`src/rtl/param_cpu_pkg.sv`:
```
// rtl/param_cpu_pkg.sv - shared types and encodings for param_cpu
package param_cpu_pkg;

  typedef enum logic [1:0] {
    S_IDLE = 2'd0,
    S_RUN  = 2'd1,
    S_MEM2 = 2'd2,
    S_HALT = 2'd3
  } state_t;

  // Opcode byte field positions (bit indices within the 8-bit opcode)
  localparam int OPC_DST_HI  = 7;
  localparam int OPC_DST_LO  = 6;
  localparam int OPC_ALU_BIT = 5;
  localparam int OPC_REG_BIT = 4;
  localparam int OPC_OP_HI   = 3;
  localparam int OPC_OP_LO   = 0;

  // ALU op codes (use_alu = 1); 7..15 are NOP
  localparam logic [3:0] ALU_ADD  = 4'd0;
  localparam logic [3:0] ALU_SUB  = 4'd1;
  localparam logic [3:0] ALU_AND  = 4'd2;
  localparam logic [3:0] ALU_OR   = 4'd3;
  localparam logic [3:0] ALU_XOR  = 4'd4;
  localparam logic [3:0] ALU_SHL1 = 4'd5;
  localparam logic [3:0] ALU_SHR1 = 4'd6;

  // Non-ALU op codes (use_alu = 0); unlisted codes are NOP
  localparam logic [3:0] OP_LOAD  = 4'd1;
  localparam logic [3:0] OP_STORE = 4'd2;
  localparam logic [3:0] OP_CMP   = 4'd3;
  localparam logic [3:0] OP_HALT  = 4'd4;
  localparam logic [3:0] OP_JMP   = 4'd5;
  localparam logic [3:0] OP_JZ    = 4'd6;
  localparam logic [3:0] OP_JNZ   = 4'd7;
  localparam logic [3:0] OP_MOV   = 4'd8;
  localparam logic [3:0] OP_JC    = 4'd9;
  localparam logic [3:0] OP_CALL  = 4'd10;
  localparam logic [3:0] OP_RET   = 4'd11;

endpackage

```
`src/rtl/param_cpu_alu.sv`:
```
// rtl/param_cpu_alu.sv - combinational ALU (module param_alu) for param_cpu
module param_alu
  import param_cpu_pkg::*;
#(
  parameter int DATA_W = 8
) (
  input  logic [DATA_W-1:0] a,
  input  logic [DATA_W-1:0] b,
  input  logic [3:0]        op,
  output logic [DATA_W-1:0] result,
  output logic              carry
);

  // Result and carry/borrow/shifted-out bit; NOP codes pass a through
  always_comb begin
    result = a;
    carry  = 1'b0;
    case (op)
      ALU_ADD:  {carry, result} = {1'b0, a} + {1'b0, b};
      ALU_SUB:  {carry, result} = {1'b0, a} - {1'b0, b};
      ALU_AND:  result = a & b;
      ALU_OR:   result = a | b;
      ALU_XOR:  result = a ^ b;
      ALU_SHL1: begin
        result = {a[DATA_W-2:0], 1'b0};
        carry  = a[DATA_W-1];
      end
      ALU_SHR1: begin
        result = {1'b0, a[DATA_W-1:1]};
        carry  = a[0];
      end
      default: ;
    endcase
  end

endmodule

```
`src/rtl/param_cpu.sv`:
```
// rtl/param_cpu.sv - small parameterised CPU; CALL/RET stack built only with CPU_STACK_EN
module param_cpu
  import param_cpu_pkg::*;
#(
  parameter int DATA_W      = 8,
  parameter int MEM_WORDS   = 32,
  parameter int STACK_DEPTH = 4,
  localparam int AW = $clog2(MEM_WORDS),
  localparam int IW = 8 + DATA_W
) (
  input  logic              clk,
  input  logic              rst_n,
  input  logic              run,
  input  logic              prog_we,
  input  logic [AW-1:0]     prog_addr,
  input  logic [IW-1:0]     prog_wdata,
  input  logic [1:0]        dbg_sel,
  output logic [DATA_W-1:0] dbg_data,
  output logic [AW-1:0]     pc_o,
  output logic              zero_o,
  output logic              carry_o,
  output logic              halted,
  output logic              fault
);

  logic [IW-1:0]     mem [MEM_WORDS];
  logic [DATA_W-1:0] regs [4];
  state_t            state, state_nx;
  logic [AW-1:0]     pc, pc_nx, pc_inc, target, mem_addr;
  logic              z_q, c_q, z_nx, c_nx;

  logic [IW-1:0]     instr;
  logic [7:0]        opc;
  logic [DATA_W-1:0] operand, rd_val, op2, alu_res;
  logic [1:0]        dst;
  logic [3:0]        op;
  logic              use_alu, use_reg, alu_c;

  logic              reg_we, flag_we, mem_we, is_mem, is_halt, fault_set;
  logic [DATA_W-1:0] reg_wd;

  // Decode the word at pc; pc is stable across RUN->MEM2 so MEM2 re-decodes it
  assign instr    = mem[pc];
  assign opc      = instr[IW-1:DATA_W];
  assign operand  = instr[DATA_W-1:0];
  assign dst      = opc[OPC_DST_HI:OPC_DST_LO];
  assign use_alu  = opc[OPC_ALU_BIT];
  assign use_reg  = opc[OPC_REG_BIT];
  assign op       = opc[OPC_OP_HI:OPC_OP_LO];
  assign rd_val   = regs[dst];
  assign op2      = use_reg ? regs[operand[1:0]] : operand;
  assign target   = operand[AW-1:0];
  assign mem_addr = AW'(32'(operand) % MEM_WORDS);
  assign pc_inc   = (pc == AW'(MEM_WORDS - 1)) ? '0 : pc + 1'b1;

  param_alu #(.DATA_W(DATA_W)) u_alu (
    .a      (rd_val),
    .b      (op2),
    .op     (op),
    .result (alu_res),
    .carry  (alu_c)
  );

`ifdef CPU_STACK_EN
  localparam int SPW = $clog2(STACK_DEPTH + 1);
  localparam int SW  = (STACK_DEPTH > 1) ? $clog2(STACK_DEPTH) : 1;

  logic [AW-1:0]  stk [STACK_DEPTH];
  logic [SPW-1:0] sp;
  logic           push, pop, stk_full, stk_empty, fault_q;
  logic [AW-1:0]  stk_top;

  assign stk_full  = (sp == SPW'(STACK_DEPTH));
  assign stk_empty = (sp == '0);
  assign stk_top   = stk[SW'(sp - 1'b1)];
  assign fault     = fault_q;

  // Stack pointer moves on CALL/RET that did not fault
  always_ff @(posedge clk or negedge rst_n) begin
    if (!rst_n) sp <= '0;
    else if (push) sp <= sp + 1'b1;
    else if (pop) sp <= sp - 1'b1;
  end

  // Return-address storage, written at the current top on CALL
  always_ff @(posedge clk) begin
    if (push) stk[SW'(sp)] <= pc_inc;
  end

  // Fault latches on stack over/underflow, cleared when HALT drops back to IDLE
  always_ff @(posedge clk or negedge rst_n) begin
    if (!rst_n) fault_q <= 1'b0;
    else if (fault_set) fault_q <= 1'b1;
    else if (state == S_HALT && !run) fault_q <= 1'b0;
  end
`else
  assign fault = 1'b0;
`endif

  // Execute: work out register, flag, memory and pc effects of this cycle
  always_comb begin
    pc_nx     = pc;
    reg_we    = 1'b0;
    reg_wd    = '0;
    flag_we   = 1'b0;
    z_nx      = z_q;
    c_nx      = c_q;
    mem_we    = 1'b0;
    is_mem    = 1'b0;
    is_halt   = 1'b0;
    fault_set = 1'b0;
`ifdef CPU_STACK_EN
    push      = 1'b0;
    pop       = 1'b0;
`endif
    if (state == S_RUN) begin
      pc_nx = pc_inc;
      if (use_alu) begin
        if (op <= ALU_SHR1) begin
          reg_we  = 1'b1;
          reg_wd  = alu_res;
          flag_we = 1'b1;
          z_nx    = (alu_res == '0);
          c_nx    = alu_c;
        end
      end else begin
        case (op)
          OP_LOAD, OP_STORE: begin
            is_mem = 1'b1;
            pc_nx  = pc;
          end
          OP_CMP: begin
            flag_we = 1'b1;
            z_nx    = (rd_val == op2);
            c_nx    = (rd_val < op2);
          end
          OP_HALT: begin
            is_halt = 1'b1;
            pc_nx   = pc;
          end
          OP_JMP: pc_nx = target;
          OP_JZ:  if (z_q) pc_nx = target;
          OP_JNZ: if (!z_q) pc_nx = target;
          OP_JC:  if (c_q) pc_nx = target;
          OP_MOV: begin
            reg_we = 1'b1;
            reg_wd = op2;
          end
`ifdef CPU_STACK_EN
          OP_CALL: begin
            if (stk_full) begin
              fault_set = 1'b1;
              pc_nx     = pc;
            end else begin
              push  = 1'b1;
              pc_nx = target;
            end
          end
          OP_RET: begin
            if (stk_empty) begin
              fault_set = 1'b1;
              pc_nx     = pc;
            end else begin
              pop   = 1'b1;
              pc_nx = stk_top;
            end
          end
`endif
          default: ;
        endcase
      end
    end else if (state == S_MEM2) begin
      pc_nx = pc_inc;
      if (op == OP_LOAD) begin
        reg_we = 1'b1;
        reg_wd = mem[mem_addr][DATA_W-1:0];
      end else begin
        mem_we = 1'b1;
      end
    end
  end

  // FSM next state; an in-flight instruction always completes before IDLE
  always_comb begin
    state_nx = state;
    case (state)
      S_IDLE: if (run) state_nx = S_RUN;
      S_RUN: begin
        if (is_halt || fault_set) state_nx = S_HALT;
        else if (is_mem) state_nx = S_MEM2;
        else if (!run) state_nx = S_IDLE;
      end
      S_MEM2: state_nx = run ? S_RUN : S_IDLE;
      S_HALT: if (!run) state_nx = S_IDLE;
      default: state_nx = S_IDLE;
    endcase
  end

  // FSM outputs
  always_comb begin
    halted = (state == S_HALT);
  end

  // State and pc; leaving HALT rewinds pc to 0
  always_ff @(posedge clk or negedge rst_n) begin
    if (!rst_n) begin
      state <= S_IDLE;
      pc    <= '0;
    end else begin
      state <= state_nx;
      pc    <= (state == S_HALT && !run) ? '0 : pc_nx;
    end
  end

  // Register file and flags
  always_ff @(posedge clk or negedge rst_n) begin
    if (!rst_n) begin
      for (int i = 0; i < 4; i++) regs[i] <= '0;
      z_q <= 1'b0;
      c_q <= 1'b0;
    end else begin
      if (reg_we) regs[dst] <= reg_wd;
      if (flag_we) begin
        z_q <= z_nx;
        c_q <= c_nx;
      end
    end
  end

  // Unified memory: STORE keeps the target word's opcode byte; host loads only while stopped
  always_ff @(posedge clk) begin
    if (mem_we) mem[mem_addr] <= {mem[mem_addr][IW-1:DATA_W], rd_val};
    else if (prog_we && (state == S_IDLE || state == S_HALT)) mem[prog_addr] <= prog_wdata;
  end

  assign dbg_data = regs[dbg_sel];
  assign pc_o     = pc;
  assign zero_o   = z_q;
  assign carry_o  = c_q;

endmodule

```
`config.mk`:
```
export PLATFORM = sky130hd
export DESIGN_NAME = param_cpu
export DESIGN_NICKNAME = d
export VERILOG_FILES = /design/src/rtl/param_cpu_pkg.sv /design/src/rtl/param_cpu_alu.sv /design/src/rtl/param_cpu.sv
export SDC_FILE = /design/constraint.sdc
export NUM_CORES = 1
export LEC_CHECK = 0
export CELL_PAD_IN_SITES_DETAIL_PLACEMENT = 2
export CELL_PAD_IN_SITES_GLOBAL_PLACEMENT = 2
export CORE_MARGIN = 8
export CORE_UTILIZATION = 41
export DETAILED_ROUTE_END_ITERATION = 10
export HOLD_SLACK_MARGIN = 0.02
export MAX_ROUTING_LAYER = met4
export PLACE_DENSITY_LB_ADDON = 0.1
export SLEW_MARGIN = 15
export SYNTH_ARGS = -nofsm -noshare
export SYNTH_HDL_FRONTEND = slang
export SYNTH_HIERARCHICAL = 1
export SYNTH_SLANG_ARGS = --single-unit
```
`constraint.sdc`:
```
create_clock -name clk -period 5.78 [get_ports clk]
set_input_delay 0.867 -clock clk [delete_from_list [all_inputs] [get_ports clk]]
set_output_delay 0.867 -clock clk [all_outputs]
set_load 0.005 [all_outputs]
```
==> results of run 1 <==
==> metal layers <==
metal  global-route usage  up-vias
met1                0.364    11900
met5                    -        -
li1                     -     9126
met4                0.107        0
met3               0.0429      262
met2                0.491      814
==> kinds of logic (layout without fill, tap and decap cells) <==
logic type / after synthesis / after routing
XOR/XNOR: 5 / 5
buffers and inverters: 206 / 395
adder cells (fa/ha/maj): 42 / 42
AND/OR/NAND/NOR: 655 / 655
multiplexers: 405 / 405
other: 1 / 6
flip-flops: 553 / 553
AO/OA/AOI/OAI: 369 / 369
==> sequential cells by signal, indices dropped and copies added (netlist names) <==
name / cells
pc_o: 5
state: 2
regs: 32
mem: 512
zero_o: 1
carry_o: 1
==> worst min-delay path by stage <==
stage,from,endpoint,slack (ns),depth (start not counted)
final,rst_n,regs[20]$_DFFE_PN0P_,0.37,2
after global routing,rst_n,regs[20]$_DFFE_PN0P_,0.38,2
after CTS,rst_n,regs[20]$_DFFE_PN0P_,0.36,2
after detailed placement,carry_o$_DFFE_PN0P_,carry_o$_DFFE_PN0P_,0.54,1
after global placement,regs[9]$_DFFE_PN0P_,regs[9]$_DFFE_PN0P_,0.54,2
after floorplan,regs[2]$_DFFE_PN0P_,regs[2]$_DFFE_PN0P_,0.50,2
==> timing repair <==
item	in CTS	in global routing
resized for setup	0	3
endpoints found under the setup margin	1	33
buffers inserted	1	9
==> cells in the final DEF, fill, tap and decap left out, types with 15 or more instances in the layout <==
cell type          n
a21oi_1           49
inv_1             51
a31oi_1           23
mux2_2            21
nor2_1            65
mux2i_1          235
ha_1              40
clkbuf_16         68
mux4_2           142
and3_1            15
a211oi_1          22
nor3_2            32
nand3_1          117
dfrtp_1           36
nand2_1          287
buf_12            21
edfxtp_1         512
o22ai_1           41
nand4_1           30
clkdlybuf4s50_1   41
buf_4            157
nand2b_1          21
nor2b_1           23
o21ai_0           53
==> metrics by stage <==
stage	std cells	setup WS (ns)	util	instance area [um2]
final	3380	0.274	0.484	34600
after detailed placement	3246	0.0213	0.450	32200
after global routing	3379	0.0311	0.484	34600
after CTS	3366	0.150	0.482	34400
after floorplan	2236	0.211	-	29600
after global placement	3246	0.185	0.450	32200
==> final cells by class <==
| class | count | area [um2] | area share |
|---|---|---|---|
| well taps | 950 | 1190 | 0.0344 |
| repair buffers | 222 | 2050 | 0.0594 |
| flip-flops and latches | 553 | 16400 | 0.475 |
| clock buffers | 78 | 1740 | 0.0503 |
| clock inverters | 41 | 478 | 0.0138 |
| multi-input cells | 1477 | 12500 | 0.361 |
| inverters | 54 | 203 | 0.00586 |
| diodes | 5 | 12.5 | 0.000362 |
==> metrics.txt, run 1 <==
final hold vios=0; status=completed; post-synthesis cell count=2236; synth unique cells=87; critical path's slowest cell=nor4_1; Die H=285 um; # rows=98; Async SR Flop Fraction=0.0741; Routed met1 length=48600 um; Post-synth EDFFs=512; Critical Path Max Stage Delay=0.91 ns; final setup skew=0.0256 ns; Final Cycle Share=0.953; DRT Pass-1 Iters=5; share of the synthesized area in the top cell type=0.519; nets@finish=2443; synth top area cells=edfxtp_1 52%, mux4_2 11%, mux2i_1 8.0%, nand2_1 3.6%, dfrtp_1 3.5%; crit path kind=register to register; Root Driver=clkbuf_16; Simple-Gate Fraction of Synth Area=0.104; fraction of layout instances using a drive strength above 1=0.215; fill count=6805; H-tree levels=3; CP endpoint=regs[11]$_DFFE_PN0P_; metal2 WL=59000 um; end of the worst register-to-register path=regs[11]$_DFFE_PN0P_; Synth Area in Adders=0.0182; clk buf depth=3; grt ovf=0; Period minus WS final=5.51 ns; count leader, synth=edfxtp_1; # DRC=0; Max Used Layer=met4; setup_tns=0 ns; post-synthesis compound-gate area fraction=0.0897; critical path depth in cells=12; xor and xnor area share after synthesis=0.00148; pin count of the biggest net entering global routing=121; total of max-cap violations=0; Worst-Skew Late Latency=0.62 ns; worst-margin pin slew=1.18 ns; Synth area leader=edfxtp_1; CP endpoint kind=register; global placement routability congestion=0.931; Setup crit start=pc_o[2]$_DFFE_PN0P_; critical path startpoint category=register; syn_nets=2305; flop-to-flop setup slack=0.27 ns; initial antenna violation count=3; antenna viol nets, final=0; count of warnings emitted by yosys=6; CP Buf/Inv Count=4; DRT iter0 DRCs=1873; Top cell by count, worst path=buf_4; Reg clk slew, reported paths=0.06 ns; routed via count=22100; data required time at the worst endpoint=6.25 ns; RSZ-0062 raised after global routing=no; Top FF cell, synth=edfxtp_1; max_slew headroom=0.208; worst hold-check path type=input port to async pin; hold buffers post-CTS=0; crit-path cells=buf_4 -> mux4_2 -> mux4_2 -> mux2i_4 -> buf_4 -> inv_2 -> buf_4 -> nand4_1 -> o22ai_1 -> nor4_1 -> o211a_1 -> o221ai_1; Wirelength per Cell=35.1 um; P&R area growth vs syn=16.6%; first-pass GRT wire length=172000 um; commonest cells in the netlist=512 x edfxtp_1, 287 x nand2_1, 237 x mux2i_1; critical path peak fanout=35; core box area=71500 um2; vias in the first global route=23900; WHS=0.372 ns; I/O pins=44; Seq cells post-synth=553; post-synthesis mux area share=0.199; sequential area share after synthesis=0.553; CP delay by family, top=simple AND/OR/NAND/NOR gates; CTS buffer count=66; final setup fails=0; largest family of logic cells by synthesized area=multiplexers; clock sink total=553; worst path arrival time=5.98 ns; met3 wire len=6360 um; Reg2Reg Launch Point=pc_o[2]$_DFFE_PN0P_; initial core utilization=0.415; die width=285 um; DRT Wirelength=119000 um; Tot GR Track Use=0.294; Mapped Area=29600 um2; PortBufs=42; DIE AREA=81200 um2; synthesized area per cell=13.3 um2; maximum clock frequency=182 MHz; Vias/cell=6.53; CTS tree=yes; Reg2Reg Depth=12; DPL Wire Length=78900 um; max-slew violation count=0
Power of run 1 is not shown: default switching activity piles up to over one toggle a cycle in this logic, so the estimate is an artifact.
==> inputs of run 2 (changes only) <==
--- a/config.mk
+++ b/config.mk
@@ -8,7 +8,7 @@
 export CELL_PAD_IN_SITES_DETAIL_PLACEMENT = 2
 export CELL_PAD_IN_SITES_GLOBAL_PLACEMENT = 2
 export CORE_MARGIN = 8
-export CORE_UTILIZATION = 41
+export CORE_UTILIZATION = 46
 export DETAILED_ROUTE_END_ITERATION = 10
 export HOLD_SLACK_MARGIN = 0.02
 export MAX_ROUTING_LAYER = met4
==> constraint.sdc (replaced) <==
create_clock -name clk -period 5.15 [get_ports clk]
set_input_delay 0.7725 -clock clk [delete_from_list [all_inputs] [get_ports clk]]
set_output_delay 0.7725 -clock clk [all_outputs]
set_load 0.005 [all_outputs]
==> metrics.txt, run 2 (synthesis results as in run 1) <==
status=finished with violations; failing checks=negative setup slack; PortBufs=42 (unchanged); most common cell after layout, fill and taps aside=edfxtp_1; total of max-cap violations=0 (unchanged); initial antenna violation count=1 (-2); Critical Path Max Stage Delay=0.51 ns (-0.40 ns); die width=270 um (-5.3%); DPL Wire Length=84800 um (+7.5%); vias in the first global route=25700 (+7.3%); setup_tns=-8.99 ns (-8.99 ns); initial core utilization=0.462 (+0.0477); max reg flops=512 (unchanged); DIE AREA=72800 um2 (-10%); CTS tree=yes; Reg2Reg Depth=15 (+3); max-slew violation count=0 (unchanged); DRT Pass-1 Iters=6 (+1); final setup fails=116 (+116); RSZ-0062 raised after global routing=yes; Reg clk slew, reported paths=0.06 ns (about the same); Setup WS post-layout=-0.164 ns (-0.438 ns); CP endpoint kind=register; global placement routability congestion=0.946 (+1.7%); Die H=270 um (-5.3%); core box area=64100 um2 (-10%); maximum clock frequency=188 MHz (+3.6%); crit-path cells=buf_4 -> clkbuf_16 -> buf_4 -> mux4_2 -> nand2_1 -> a32o_2 -> nor3_4 -> buf_4 -> buf_12 -> nor2_1 -> a32oi_1 -> a21oi_1 -> nor3_1 -> a32o_1 -> buf_4; Top cell by count, worst path=buf_4; worst path arrival time=5.75 ns (-0.23 ns); critical path peak fanout=136 (+290%); H-tree levels=2 (-1); fraction of layout instances using a drive strength above 1=0.281 (+0.0662); antenna viol nets, final=0 (unchanged); CP Buf/Inv Count=6 (+2); most frequent cells in the layout=512 x edfxtp_1, 284 x nand2_1, 264 x buf_4, 231 x mux2i_1, 142 x mux4_2; crit path kind=register to register; DRT iter0 DRCs=3357 (+79%); routed via count=24500 (+11%); Place WS=-0.104 ns (-0.126 ns); # rows=93 (-5.1%); Largest Register=mem; Wirelength per Cell=41.1 um (+17%); Period minus WS final=5.31 ns (-0.192 ns); I/O pins=44 (unchanged); critical path's slowest cell=dfrtp_4; Root Driver=clkbuf_16; pin count of the biggest net entering global routing=137 (+13%); Area after DPL=33100 um2 (+2.7%); max_slew headroom=0.148 (-0.0601); critical path depth in cells=15 (+3); CTS buffer count=61 (-7.6%); Worst-Skew Late Latency=0.68 ns (+0.06 ns); clock sink total=553 (unchanged); worst hold-check path type=input port to async pin; worst-margin pin slew=1.28 ns (+0.101 ns); fin area=36000 um2 (+4.0%); final setup skew=0.0629 ns (+0.0373 ns); Tot GR Track Use=0.367 (+0.0729); final hold vios=0 (unchanged); DRT Wirelength=140000 um (+18%); P&R area growth vs syn=21.3%; data required time at the worst endpoint=5.59 ns (-0.66 ns); # DRC=0 (unchanged); nets@finish=2574 (+5.4%); Vias/cell=7.19 (+10%); CP delay by family, top=buffers and inverters; critical path startpoint category=register; grt ovf=0 (unchanged); first-pass GRT wire length=192000 um (+11%); clk buf depth=3 (unchanged); Final Cycle Share=1.03 (+0.0792)
-- run 2: cell types whose count changed in the layout (fill, tap and decap cells not counted), sizes merged --
| cell | previous run | this run |
|---|---|---|
| buf | 181 | 312 |
| clkinv | 28 | 22 |
| bufinv | 9 | 7 |
| clkbuf | 78 | 79 |
| diode | 5 | 2 |
| clkinvlp | 3 | 9 |
-- run 2: final timing paths --
check	slack, ns	from	to
worst max-delay path	-0.16	pc_o[1]$_DFFE_PN0P_	mem[2][10]$_DFFE_PP_
worst min register to register	0.57	carry_o$_DFFE_PN0P_	carry_o$_DFFE_PN0P_
worst min-delay path	0.25	rst_n	regs[19]$_DFFE_PN0P_
min in group clk	0.57	carry_o$_DFFE_PN0P_	carry_o$_DFFE_PN0P_
worst max register to register	-0.16	pc_o[1]$_DFFE_PN0P_	mem[2][10]$_DFFE_PP_
max in group asynchronous	4.35	rst_n	pc_o[4]$_DFFE_PN0P_
-- run 2: layout make-up --
type,instances,area [um2]
Antenna cell,2,5.00
Clock buffer,74,1620
Clock inverter,39,410
Fill cell,5752,28200
Inverter,54,206
Multi-Input combinational cell,1477,12900
Sequential cell,553,16400
Tap cell,855,1070
Timing Repair Buffer,358,3380
-- run 2: through the flow --
step           hold WS, ns  utilization  instances
2_1_floorplan        0.477            -       2236
3_3_place_gp         0.540        0.516       3263
3_5_place_dp         0.556        0.516       3263
4_1_cts              0.262        0.549       3377
5_1_grt              0.269        0.561       3411
6_report             0.245        0.561       3412
-- run 2: layer usage --
metal / track usage / up-vias / part of all wire
met1: 0.432 / 12800 / 0.36
li1: - / 9381 / -
met2: 0.596 / 1748 / 0.48
met5: - / - / 0
met4: 0.201 / 0 / 0.074
met3: 0.0682 / 621 / 0.093
-- run 2: timing repair --
item,CTS,global route
setup endpoints to repair,665,222
hold buffers,0,0
resized for setup,24,83
pin swaps,2,21
gates cloned,1,5
setup buffers,0,28
-- run 2: worst register-to-register path, stage by stage, from the launching register on --
cell,delay [ns]
dfrtp_4,0.51
buf_4,0.17
clkbuf_16,0.16
buf_4,0.14
mux4_2,0.38
nand2_1,0.12
a32o_2,0.31
nor3_4,0.26
buf_4,0.17
buf_12,0.45
nor2_1,0.80
a32oi_1,0.39
a21oi_1,0.16
nor3_1,0.45
a32o_1,0.36
buf_4,0.30
Power of run 2 is left out for the same reason.
==> inputs of run 3 (changes only) <==
--- a/config.mk
+++ b/config.mk
@@ -7,6 +7,7 @@
 export LEC_CHECK = 0
 export CELL_PAD_IN_SITES_DETAIL_PLACEMENT = 2
 export CELL_PAD_IN_SITES_GLOBAL_PLACEMENT = 2
+export CORE_ASPECT_RATIO = 0.8
 export CORE_MARGIN = 8
 export CORE_UTILIZATION = 46
 export DETAILED_ROUTE_END_ITERATION = 10
==> metrics.txt, run 3 (synthesis results as in run 1) <==
critical path depth in cells=24 (+9); Die H=243 um (-9.9%); core box area=64000 um2 (-0.22%); maximum clock frequency=185 MHz (-1.4%); Setup WS post-layout=-0.241 ns (-0.0772 ns); RSZ-0062 raised after global routing=yes; Reg2Reg Depth=24 (+9); P&R area growth vs syn=23.1%; Worst-Skew Late Latency=0.66 ns (-0.02 ns); DRT iter0 DRCs=3525 (+5.0%); CP delay by family, top=multiplexers; hold buffers post-CTS=0 (unchanged); Core Util, Final=0.570 (+0.00959); fin area=36500 um2 (+1.5%); CP Buf/Inv Count=9 (+3); WHS=0.249 ns (+0.00368 ns); DRT Pass-1 Iters=5 (-1); critical path's slowest cell=mux4_2; critical path startpoint category=register; worst-margin pin slew=1.15 ns (-0.128 ns); Largest Register=mem; max-slew violation count=0 (unchanged); antenna viol nets, final=0 (unchanged); data required time at the worst endpoint=5.69 ns (+0.10 ns); critical path peak fanout=7 (-95%); PortBufs=42 (unchanged); fill count=5774 (+0.38%); DRT Wirelength=141000 um (+0.25%); I/O pins=44 (unchanged); Period minus WS final=5.39 ns (+0.0772 ns); Tot GR Track Use=0.367 (-0.000570); most common cell after layout, fill and taps aside=edfxtp_1; crit path kind=register to register; fraction of layout instances using a drive strength above 1=0.291 (+0.0102); final setup fails=271 (+130%); initial core utilization=0.463 (+0.00104); nets@finish=2602 (+1.1%); global placement routability congestion=0.967 (+2.1%); DIE AREA=72900 um2 (about the same); total of max-cap violations=0 (unchanged); max_slew headroom=0.233 (+0.0856); CTS buffer count=57 (-6.6%); final hold vios=0 (unchanged); Root Driver=clkbuf_16; final setup skew=0.0359 ns (-0.0270 ns); Vias/cell=7.13 (-0.81%); worst path arrival time=5.93 ns (+0.18 ns); max reg flops=512 (unchanged); grt ovf=0 (unchanged); pin count of the biggest net entering global routing=100 (-27%); Critical Path Max Stage Delay=0.58 ns (+0.07 ns); Multi-input gate area=12900 um2 (+0.53%); first-pass GRT wire length=189000 um (-1.2%); DPL Wire Length=89600 um (+5.6%); Reg clk slew, reported paths=0.07 ns (about the same); # rows=83 (-11%); clk buf depth=3 (unchanged); Area after DPL=33400 um2 (+1.0%); register area=16400 um2 (about the same); Wirelength per Cell=41.0 um (-0.39%); CP endpoint kind=register; die width=300 um (+11%); CTS tree=yes; H-tree levels=2 (unchanged); worst hold-check path type=input port to async pin; routed via count=24500 (-0.17%); most frequent cells in the layout=512 x edfxtp_1, 287 x nand2_1, 271 x buf_4, 230 x mux2i_1, 142 x mux4_2; vias in the first global route=25500 (-0.73%); status=finished with violations; failing checks=negative setup slack; # DRC=0 (unchanged); initial antenna violation count=3 (+2); crit-path cells=buf_12 -> buf_16 -> buf_12 -> mux4_2 -> mux4_2 -> mux2i_1 -> buf_4 -> nor2_2 -> a31oi_2 -> buf_4 -> inv_1 -> inv_1 -> ha_4 -> inv_1 -> o31ai_1 -> a221o_1 -> buf_4 -> a211oi_2 -> nor3_2 -> nor4_2 -> nand2_1 -> nand2_1 -> o31ai_2 -> a22oi_1; Final Cycle Share=1.05 (+0.0150); clock sink total=553 (unchanged)
## run 3: final cells by class
class                   count  share of cell area
repair buffers            390               0.107
inverters                  54             0.00555
well taps                 850              0.0291
flip-flops and latches    553               0.450
multi-input cells        1477               0.354
diodes                      2            0.000137
clock inverters            32              0.0102
clock buffers              76              0.0442
## run 3: per-layer routing
| metal | vias up | wire [um] | track usage |
|---|---|---|---|
| li1 | 9413 | - | - |
| met1 | 12900 | 53700 | 0.476 |
| met2 | 1719 | 64600 | 0.562 |
| met3 | 468 | 14800 | 0.0699 |
| met4 | 0 | 7650 | 0.158 |
| met5 | - | 0 | - |
## run 3: metrics by stage
step	TNS, ns	worst slack [ns]	instances
2_1_floorplan	-0.0840	-0.0840	2236
3_3_place_gp	-0.134	-0.134	3276
3_5_place_dp	-4.64	-0.382	3276
4_1_cts	0	0.00259	3391
5_1_grt	-17.35	-0.320	3433
6_report	-18.66	-0.241	3434
## run 3: final timing paths
| check | startpoint | to | slack [ns] |
|---|---|---|---|
| max in group asynchronous | rst_n | pc_o[0]$_DFFE_PN0P_ | 4.33 |
| worst max-delay path | pc_o[0]$_DFFE_PN0P_ | zero_o$_DFFE_PN0P_ | -0.24 |
| worst max register to register | pc_o[0]$_DFFE_PN0P_ | zero_o$_DFFE_PN0P_ | -0.24 |
| worst min-delay path | rst_n | regs[5]$_DFFE_PN0P_ | 0.25 |
| min in group clk | carry_o$_DFFE_PN0P_ | carry_o$_DFFE_PN0P_ | 0.58 |
| worst min register to register | carry_o$_DFFE_PN0P_ | carry_o$_DFFE_PN0P_ | 0.58 |
## run 3: what timing repair did
item | 4_1_cts | 5_1_grt
endpoints found under the hold margin | 0 | 0
cloned | 0 | 5
setup endpoints to repair | 604 | 445
resized for setup | 18 | 109
pin swaps | 0 | 20
setup buffers | 7 | 36
Power of run 3 is left out for the same reason.
